File: src/rtl/pi_bus_pkg.sv
// Shared widths, default timing constants and FSM encoding for the PI-to-PET bus controller.
package pi_bus_pkg;
    localparam int PI_ADDR_W          = 17;
    localparam int PI_DATA_W          = 8;
    localparam int DEF_SYNC_STAGES    = 2;
    localparam int DEF_WAIT_STATES    = 2;
    localparam int DEF_TIMEOUT_CYCLES = 4096;

    typedef enum logic [2:0] {
        IDLE,
        WAIT_SLOT,
        ADDR,
        STROBE,
        RELEASE,
        DONE
    } state_t;
endpackage

File: src/rtl/sync_n.sv
// Multi-flop synchronizer for a single-bit level crossing into the clk domain.
module sync_n #(
    parameter int STAGES = 2
) (
    input  logic clk,
    input  logic reset_n,
    input  logic d,
    output logic q
);
    logic [STAGES-1:0] chain_reg;

    always_ff @(posedge clk or negedge reset_n) begin
        if (!reset_n) begin
            chain_reg <= '0;
        end else begin
            chain_reg <= {chain_reg[STAGES-2:0], d};
        end
    end

    assign q = chain_reg[STAGES-1];
endmodule

File: src/rtl/pi_bus_ctl.sv
// Executes one pi_com read/write per four-phase handshake on the shared PET memory bus.
// Optional slot-wait timeout is compiled in when PI_BUS_TIMEOUT_EN is defined.
module pi_bus_ctl
    import pi_bus_pkg::*;
#(
    parameter int SYNC_STAGES    = DEF_SYNC_STAGES,
    parameter int WAIT_STATES    = DEF_WAIT_STATES,
    parameter int TIMEOUT_CYCLES = DEF_TIMEOUT_CYCLES
) (
    input  logic                 clk,
    input  logic                 reset_n,
    input  logic [PI_ADDR_W-1:0] pi_addr,
    input  logic [PI_DATA_W-1:0] pi_data_in,
    input  logic                 pi_rw_b,
    input  logic                 pi_pending,
    output logic                 pi_done,
    output logic [PI_DATA_W-1:0] pi_rd_data,
    output logic                 pi_err,
    input  logic                 bus_slot,
    output logic [PI_ADDR_W-1:0] bus_addr,
    output logic [PI_DATA_W-1:0] bus_data_out,
    output logic                 bus_data_oe,
    input  logic [PI_DATA_W-1:0] bus_data_in,
    output logic                 ram_oe_n,
    output logic                 ram_we_n
);
    localparam int WS_W = (WAIT_STATES > 1) ? $clog2(WAIT_STATES) : 1;

    logic                 pend_s;
    state_t               state_reg, state_next;
    logic [WS_W-1:0]      ws_cnt_reg, ws_cnt_next;
    logic                 ws_last;
    logic                 capture;
    logic                 timed_out;

    logic [PI_ADDR_W-1:0] req_addr_reg;
    logic [PI_DATA_W-1:0] req_data_reg;
    logic                 req_rw_reg;

    logic                 done_reg, done_next;
    logic [PI_DATA_W-1:0] rd_data_reg, rd_data_next;
    logic [PI_ADDR_W-1:0] addr_reg, addr_next;
    logic [PI_DATA_W-1:0] dout_reg, dout_next;
    logic                 oe_reg, oe_next;
    logic                 oe_n_reg, oe_n_next;
    logic                 we_n_reg, we_n_next;

    sync_n #(.STAGES(SYNC_STAGES)) u_pend_sync (
        .clk     (clk),
        .reset_n (reset_n),
        .d       (pi_pending),
        .q       (pend_s)
    );

    assign ws_last = (ws_cnt_reg == WS_W'(WAIT_STATES - 1));

`ifdef PI_BUS_TIMEOUT_EN
    localparam int TO_BITS = $clog2(TIMEOUT_CYCLES + 1);
    localparam int TO_W    = (TO_BITS > 12) ? TO_BITS : 12;

    logic [TO_W-1:0] to_cnt_reg;
    logic            err_reg, err_next;

    // Counts cycles spent in WAIT_SLOT; restarts on every entry.
    always_ff @(posedge clk or negedge reset_n) begin
        if (!reset_n) begin
            to_cnt_reg <= '0;
        end else if (state_reg == WAIT_SLOT) begin
            to_cnt_reg <= to_cnt_reg + 1'b1;
        end else begin
            to_cnt_reg <= '0;
        end
    end

    assign timed_out = (to_cnt_reg == TO_W'(TIMEOUT_CYCLES - 1));

    always_comb begin
        err_next = 1'b0;
        if (state_next == DONE) begin
            err_next = err_reg | (state_reg == WAIT_SLOT);
        end
    end

    always_ff @(posedge clk or negedge reset_n) begin
        if (!reset_n) begin
            err_reg <= 1'b0;
        end else begin
            err_reg <= err_next;
        end
    end

    assign pi_err = err_reg;
`else
    assign timed_out = 1'b0;
    // No timeout hardware in this build; the limit parameter has no effect.
    assign pi_err    = 1'b0 & (TIMEOUT_CYCLES != 0);
`endif

    always_comb begin
        state_next  = state_reg;
        ws_cnt_next = ws_cnt_reg;
        capture     = 1'b0;
        case (state_reg)
            IDLE: begin
                if (pend_s && !done_reg) begin
                    capture    = 1'b1;
                    state_next = WAIT_SLOT;
                end
            end
            WAIT_SLOT: begin
                if (!pend_s) begin
                    state_next = IDLE;
                end else if (bus_slot) begin
                    state_next = ADDR;
                end else if (timed_out) begin
                    state_next = DONE;
                end
            end
            ADDR: begin
                ws_cnt_next = '0;
                state_next  = STROBE;
            end
            STROBE: begin
                if (ws_last) begin
                    state_next = RELEASE;
                end else begin
                    ws_cnt_next = ws_cnt_reg + 1'b1;
                end
            end
            RELEASE: begin
                state_next = pend_s ? DONE : IDLE;
            end
            DONE: begin
                if (!pend_s) begin
                    state_next = IDLE;
                end
            end
            default: state_next = IDLE;
        endcase
    end

    // Bus-side outputs are registered from state_next so strobes are glitch-free
    // and line up exactly with the STROBE state.
    always_comb begin
        addr_next    = addr_reg;
        dout_next    = dout_reg;
        rd_data_next = rd_data_reg;
        if (state_next == ADDR) begin
            addr_next = req_addr_reg;
            if (!req_rw_reg) begin
                dout_next = req_data_reg;
            end
        end
        if (state_reg == STROBE && ws_last && req_rw_reg) begin
            rd_data_next = bus_data_in;
        end
        oe_next   = !req_rw_reg && (state_next == ADDR || state_next == STROBE);
        oe_n_next = !(req_rw_reg && state_next == STROBE);
        we_n_next = !(!req_rw_reg && state_next == STROBE);
        done_next = (state_next == DONE);
    end

    always_ff @(posedge clk or negedge reset_n) begin
        if (!reset_n) begin
            state_reg  <= IDLE;
            ws_cnt_reg <= '0;
        end else begin
            state_reg  <= state_next;
            ws_cnt_reg <= ws_cnt_next;
        end
    end

    always_ff @(posedge clk or negedge reset_n) begin
        if (!reset_n) begin
            req_addr_reg <= '0;
            req_data_reg <= '0;
            req_rw_reg   <= 1'b0;
            done_reg     <= 1'b0;
            rd_data_reg  <= '0;
            addr_reg     <= '0;
            dout_reg     <= '0;
            oe_reg       <= 1'b0;
            oe_n_reg     <= 1'b1;
            we_n_reg     <= 1'b1;
        end else begin
            if (capture) begin
                req_addr_reg <= pi_addr;
                req_data_reg <= pi_data_in;
                req_rw_reg   <= pi_rw_b;
            end
            done_reg    <= done_next;
            rd_data_reg <= rd_data_next;
            addr_reg    <= addr_next;
            dout_reg    <= dout_next;
            oe_reg      <= oe_next;
            oe_n_reg    <= oe_n_next;
            we_n_reg    <= we_n_next;
        end
    end

    assign pi_done      = done_reg;
    assign pi_rd_data   = rd_data_reg;
    assign bus_addr     = addr_reg;
    assign bus_data_out = dout_reg;
    assign bus_data_oe  = oe_reg;
    assign ram_oe_n     = oe_n_reg;
    assign ram_we_n     = we_n_reg;
endmodule

File: config.mk
export PLATFORM = sky130hd
export DESIGN_NAME = pi_bus_ctl
export DESIGN_NICKNAME = d
export VERILOG_FILES = /design/src/rtl/pi_bus_pkg.sv /design/src/rtl/sync_n.sv /design/src/rtl/pi_bus_ctl.sv
export SDC_FILE = /design/constraint.sdc
export NUM_CORES = 1
export LEC_CHECK = 0
export ABC_AREA = 1
export CORE_UTILIZATION = 40
export DETAILED_ROUTE_END_ITERATION = 7
export GPL_ROUTABILITY_DRIVEN = 0
export GPL_TIMING_DRIVEN = 0
export PLACE_DENSITY = 0.76
export SLEW_MARGIN = 10
export SYNTH_ARGS = -nofsm -noshare
export SYNTH_HDL_FRONTEND = slang
export SYNTH_SLANG_ARGS = --single-unit
File: constraint.sdc
create_clock -name clk -period 2.9 [get_ports clk]
set_input_delay 0.29 -clock clk [delete_from_list [all_inputs] [get_ports clk]]
set_output_delay 0.29 -clock clk [all_outputs]
set_load 0.01 [all_outputs]
==> results.md, run 1 <==
- Timing analysis after detailed placement gives a worst setup slack of 1200 ps.
- The register bit total from synthesis is approximately 70.
- The highest-delay cell along the critical path is clkdlybuf4s50_1.
- The core area is approximately 0.0065 mm^2.
- The H-tree level count is 3.
- Entering global routing, the biggest net connects between 50 and 60 pins.
- The final period utilization is 0.575.
- The cell type group with the largest total delay on the critical path is buffers and inverters.
- The floorplan has 29 rows.
- The cell area that synthesis handed to floorplanning was 0.00276 mm^2.
- The final max-slew violation count is 0.
- The synthesized design contains 0 enable-type register cells.
- The critical path is of the reg2out type.
- For this design the ratio of total power to cell area is 1070 mW/mm^2.
- Once detailed placement completed, the half-perimeter wirelength came to between 4000 and 5000 um.
- The post-cts hold buffer count is 1.
- The achievable frequency is 600 MHz.
- The CTS tree is done.
- The die covers 0.00722 mm^2.
- The worst reg-to-reg setup slack is 1380 ps.
- The tightest min-delay check is of the reg2reg type.
- The area taken by multi-input logic gates is 906 um^2.
- The total of max-cap violations is 0.
- The mean cell area of the mapped netlist is 9.44 um^2.
- The repair_antennas step left the layout with diodes totalling 0.
- The number of cells produced by synthesis is slightly below 300.
- After detailed routing, the number of vias per cell comes to roughly 4.8.
- The maximum vdd drop is between 0.4 and 0.5 mV.
- The total number of vias is 2197.
- The number of distinct library cells after synthesis is 21.
- The maximum root-to-sink buffer count is 2.
- The critical path goes through clkdlybuf4s50_1.
- The post-route clock skew is just under 6 ps.
- Counting the buffers created by CTS gives 9.
- The number of nets in the final layout is 417.
- After global routing, the most crowded layer is met2.
- Of the cells placed in the final design, the portion with a size suffix greater than 1 is 0.0990.
- The flow ran to the end, and the final reports show no timing, DRC or antenna violations.
- Yosys printed 0 warnings.
- The placed instances occupy a cell area of 0.00362 mm^2.
- The worst path meets setup with 1230 ps of slack.
- Setup repair after global routing left no endpoint under its margin.
- The clock sink total is 69.
- The final wirelength is 5980 um.
- The fraction of synthesis flops using an asynchronous set or reset pin is 1.00.
- For this run, design rule violations remaining after detail routing come to 0.
- The initial cell density of the core is 0.424.
- The remaining number of nets flagged by the antenna check after routing is 0.
- The met2 usage is 0.292.
- The first global-routing pass estimated approximately 10000 um of wire.
- Data on the critical path is required at its endpoint by between 2000 and 3000 ps.
- The startpoint type of the worst setup path is a flop.
- During I/O placement, the number of pins put on the boundary was 76.
- The total area of sequential cells is 0.00173 mm^2.
- The library cell used as clock root buffer is clkbuf_8.
- The final setup violation count is 0.
- The clock latency reported for the late side of the worst-skew pair is 340 ps.
- The count of endpoints failing hold in the final timing report is 0.
- The detailed router finished its first iteration with 131 violations.
- The analysis attributes to cell leakage a power of 1.94 nW.
- Counting both buffers and inverters, the worst setup path holds a total of 1.
- The number of antenna violations at the first check in global routing is 0.
- The area overhead of the layout relative to synthesis is 39.8%.
- In this run the worst path has a maximum fanout of 1.
- The number of nets in the synthesized netlist is 330.
- In the final routed layout, each cell accounts on average for approximately 13 um.
- The number of global-route vias before repair is about 2100.
- The all-layer global routing usage is 0.181.
- The leftover overflow at the end of global routing is 0.
- The floorplan step set the die height to 85.0 um.
- The total iterations of the first detailed-routing run is 4.
- The worst endpoint data arrival time is 1380 ps.
- The post-cts gate resize count is 0.
- The most instantiated flip-flop cell in the synthesis netlist is dfrtp_1.
- The worst setup path is captured at a primary output.
- In the global route stage, met1 resource usage came out at 0.235.
- The layout has 570 filler cells.
- The count of port buffers added during placement is 74.
- After clock tree synthesis, the clock-pin slew on the worst setup and hold paths is about 70 ps.
- The number of setup buffers added after CTS is 0.
- The clock period minus worst slack is 1670 ps.
- The die width is 85.0 um.
- The met3 routing resource usage after global routing is 0.0389.
- Of the synthesized area, sequential elements account for 0.628.
- After routing the design area is 0.00385 mm^2.
- On the worst path, the slowest cell contributes a delay of 530 ps.
[per-layer routing]
metal	part of all wire	vias to the layer above
met2	0.48	68
li1	-	1103
met4	0.017	0
met3	0.068	8
met5	0	-
met1	0.44	1018
[area by class of cell]
cell class | count | area share
Clock inverter | 4 | 0.0182
Buffer | 12 | 0.0263
Timing Repair Buffer | 76 | 0.201
Multi-Input combinational cell | 206 | 0.235
Clock buffer | 12 | 0.0403
Inverter | 5 | 0.00487
Tap cell | 77 | 0.0250
Sequential cell | 69 | 0.449
[report_power, final]
part / switching (mW) / internal, mW
logic: 0.825 / 0.756
registers: 0.243 / 1.40
clock network: 0.352 / 0.529
[Yosys cell counts (2+ instances only)]
cell type  instances  area, um^2
nand2_4            4        45.0
buf_4              3        22.5
buf_6              6        67.6
inv_1              3        11.3
nand2_1          143         537
clkbuf_1           3        11.3
nand3_1           46         230
dfrtp_1           67        1680
nor2_1             4        15.0
dfstp_2            2        52.6
[cells by family (layout without fill, tap and decap cells)]
family	count (synthesis)	after routing	synth area share
and+or+nand+nor	203	203	0.324
DFF	69	69	0.628
buffers and inverters	17	109	0.0436
AOI/OAI and AO/OA	2	2	0.00363
other	1	1	0.00136
[placed cells by master, fill, tap and decap left out, types with 2 or more instances in the layout]
cell and count:
buf_6 6, inv_1 3, clkinv_2 2, buf_4 4, nor2_1 4, nand3_1 46
clkbuf_8 11, bufinv_16 2, clkdlybuf4s50_1 73, nand2_4 4, dfstp_2 2, nand2_1 143
clkbuf_1 4, dfrtp_1 67
[final timing paths]
check	endpoint	start	cells after the start
worst min-delay path	u_pend_sync.chain_reg[1]	u_pend_sync.chain_reg[0]	0
worst max-delay path	ram_oe_n	ram_oe_n	1
worst min register to register	u_pend_sync.chain_reg[1]	u_pend_sync.chain_reg[0]	0
worst max register to register	req_addr_reg[10]	state_reg[0]	5
min in group asynchronous	bus_data_out[5]	reset_n	2
max in group asynchronous	ram_we_n	reset_n	3
[stage by stage]
step	power [mW]	utilization	TNS (ps)	std cells	hold slack [ps]
floorplan	2.50	-	0	292	-5.59
global placement	3.21	0.553	-46700	443	337
detailed placement	3.27	0.557	0	444	193
CTS	4.15	0.593	0	461	354
global route	4.40	0.593	0	461	357
finish	4.11	0.593	0	461	351
(Power assumes the default switching activity.)
==> run 2: changes to the inputs <==
PLACE_DENSITY = 0.79   (was 0.76)
clock period = 1.4 ns   (was 2.9 ns; I/O delays follow)
==> results.md, run 2 (synthesis results as in run 1) <==
- The flow ran to the end, but the final reports show violations.
- The final reports fail on design-rule violations.
- The post-route clock skew is 6.82 ps (+0.923 ps).
- The count of endpoints failing hold in the final timing report is 0 (unchanged).
- The number of antenna violations at the first check in global routing is 0 (unchanged).
- The number of nets in the final layout is 427 (+2.4%).
- The post-placement cell count is 444 (unchanged).
- The post-layout instance area is 0.00392 mm^2 (+1.8%).
- The H-tree level count came to 3 (unchanged).
- The first-pass GRT wire length is 9880 um (-0.90%).
- In the layout the commonest cells are nand2_1, dfrtp_1, clkdlybuf4s50_1.
- The critical path is of the reg2out type.
- The number of global-route vias before repair is 2163 (+2.3%).
- The area taken by multi-input logic gates is 918 um^2 (+1.4%).
- The achievable frequency is 733 MHz.
- The class of the most critical hold timing path is in2async.
- The total iterations of the first detailed-routing run was 6 (+2).
- The DRC violation count after routing is 2 (+2).
- The die width is 85.0 um (unchanged).
- The largest net degree at the start of global routing came to 65 (+27%).
- The worst reg-to-reg setup slack is 70 ps (-1310 ps).
- The worst hold slack is 194 ps (-157 ps).
- The instance count on the critical path is 1 (unchanged).
- The final standard cell utilization of the core is 0.604 (+0.0108).
- The critical path buffer and inverter count is 1 (unchanged).
- The largest stage delay on the critical path came to 540 ps (about the same).
- The instance area after placement is 0.00362 mm^2 (unchanged).
- The depth of the worst register-to-register path is 5 (unchanged).
- The all-layer global routing usage is 0.177 (-0.00411).
- The worst flop-to-flop path startpoint is state_reg[2].
- The final antenna diode count was 0 (unchanged).
- The worst endpoint data arrival time is 1220 ps (-160 ps).
- The final setup violation count is 0 (unchanged).
- In the finished design, the share of the clock period the worst path needs comes to 0.975.
- The largest fanout on the critical path is 2 (+1).
- The routed wire length per instance came to 12.8 um (-1.2%).
- The leftover overflow at the end of global routing is 0 (unchanged).
- The initial cell density of the core came to 0.424 (unchanged).
- STA classifies the critical path startpoint as a flop.
- The worst slack at placement was -118 ps (-1320 ps).
- The signal on the critical path passes through clkdlybuf4s50_1.
- The number of rows created at floorplan is 29 (unchanged).
- The clock latency reported for the late side of the worst-skew pair is 320 ps (-20 ps).
- The setup total negative slack is 0 ps (unchanged).
- On the critical path, the stage with the largest delay is an instance of clkdlybuf4s50_1.
- The HPWL reported at the end of detailed placement came to 4090 um (-4.0%).
- The total of max-cap violations is 0 (unchanged).
- The final standard cell count with taps included and fillers excluded was 470 (+2.0%).
- The post-route total power is 8.28 mW (+100%).
- The CTS tree is done.
- The clock-pin slew of the registers on the worst-case setup and hold paths is 70 ps (about the same).
- The core area is 0.00649 mm^2 (unchanged).
- The endpoint identified for the worst register-to-register timing path is state_reg[2].
- From synthesis to final layout, the design area changed by 42.4%.
- The most common library cell in the layout ignoring fill and taps is nand2_1.
- The count of port buffers added during placement is 74 (unchanged).
- The clock period minus worst slack is 1360 ps.
- The average via count per standard cell was 4.74 (-0.58%).
- The violation count after the first detailed-routing iteration came to 125 (-4.6%).
- The final max-slew violation count is 0 (unchanged).
- Clock tree synthesis selected as its root buffer the cell clkbuf_8.
- The final worst slack was 35.6 ps (-1200 ps).
- The total I/O pin count was 76 (unchanged).
- The CTS buffer count came to 9 (unchanged).
- The fraction of final layout cells sized beyond drive strength 1 is 0.127 (+0.0283).
- The cell type group with the largest total delay on the critical path is buffers and inverters.
- The clock sink total is 69 (unchanged).
- The required time of the critical path is 1260 ps (-1350 ps).
- The maximum vdd drop was 0.916 mV (+84%).
- The areal power density over the cells was 2110 mW/mm^2 (+98%).
- The final wirelength is 6030 um (+0.70%).
- The total number of vias was 2227 (+1.4%).
- The die height was 85.0 um (unchanged).
- The leakage power summed over all cells is 2.07 nW (+6.6%).
- The most critical setup path has its endpoint at bus_data_out[7].
- The most critical setup path has its startpoint at bus_data_out[7].
- The total area of sequential cells is 0.00173 mm^2 (unchanged).
- The area enclosed by the die boundary is 0.00722 mm^2 (unchanged).
- The remaining number of nets flagged by the antenna check after routing came to 0 (unchanged).
- Setup repair after global routing could not meet its margin everywhere.
- STA classifies the critical path endpoint as a primary output.
- The final-layout fill cell count is 564 (-1.1%).
- The maximum root-to-sink buffer count came to 2 (unchanged).
## run 2: worst min-delay path by stage
stage | start | endpoint | slack [ps] | cells past startpoint
4_1_cts | reset_n | pi_rd_data[5] | 160 | 2
5_1_grt | reset_n | pi_rd_data[6] | 190 | 2
6_report | reset_n | pi_rd_data[5] | 190 | 2
3_5_place_dp | reset_n | pi_rd_data[5] | -30 | 1
3_3_place_gp | u_pend_sync.chain_reg[0] | u_pend_sync.chain_reg[1] | 340 | 0
2_1_floorplan | reset_n | bus_addr[0] | -160 | 0
## run 2: routing by layer
layer,wire [um],GRT usage,vias to the layer above
met5,0,0,-
li1,-,-,1113
met1,2780,0.235,1048
met2,2890,0.287,61
met3,309,0.0379,5
met4,51,0.0678,0
## run 2: power breakdown
part	switching [mW]	leakage (nW)	internal (mW)
registers	0.498	0.858	2.91
logic	1.77	1.12	1.67
clock network	0.649	0.0926	0.778
total	2.91	2.07	5.36
## run 2: cell type report
class / count / area share
inverter: 5 / 0.00478
clock buffer: 14 / 0.0440
buffer: 12 / 0.0265
clock inverter: 1 / 0.00128
timing repair buffer: 86 / 0.224
tap: 77 / 0.0246
multi-input combinational: 206 / 0.234
sequential: 69 / 0.441
## run 2: timing repair
action	in CTS	in global routing
resized for setup	6	9
endpoints found under the hold margin	69	0
endpoints found under the setup margin	47	34
pin swaps	3	3
hold buffers	1	0
cloned	0	0
setup buffers	6	4
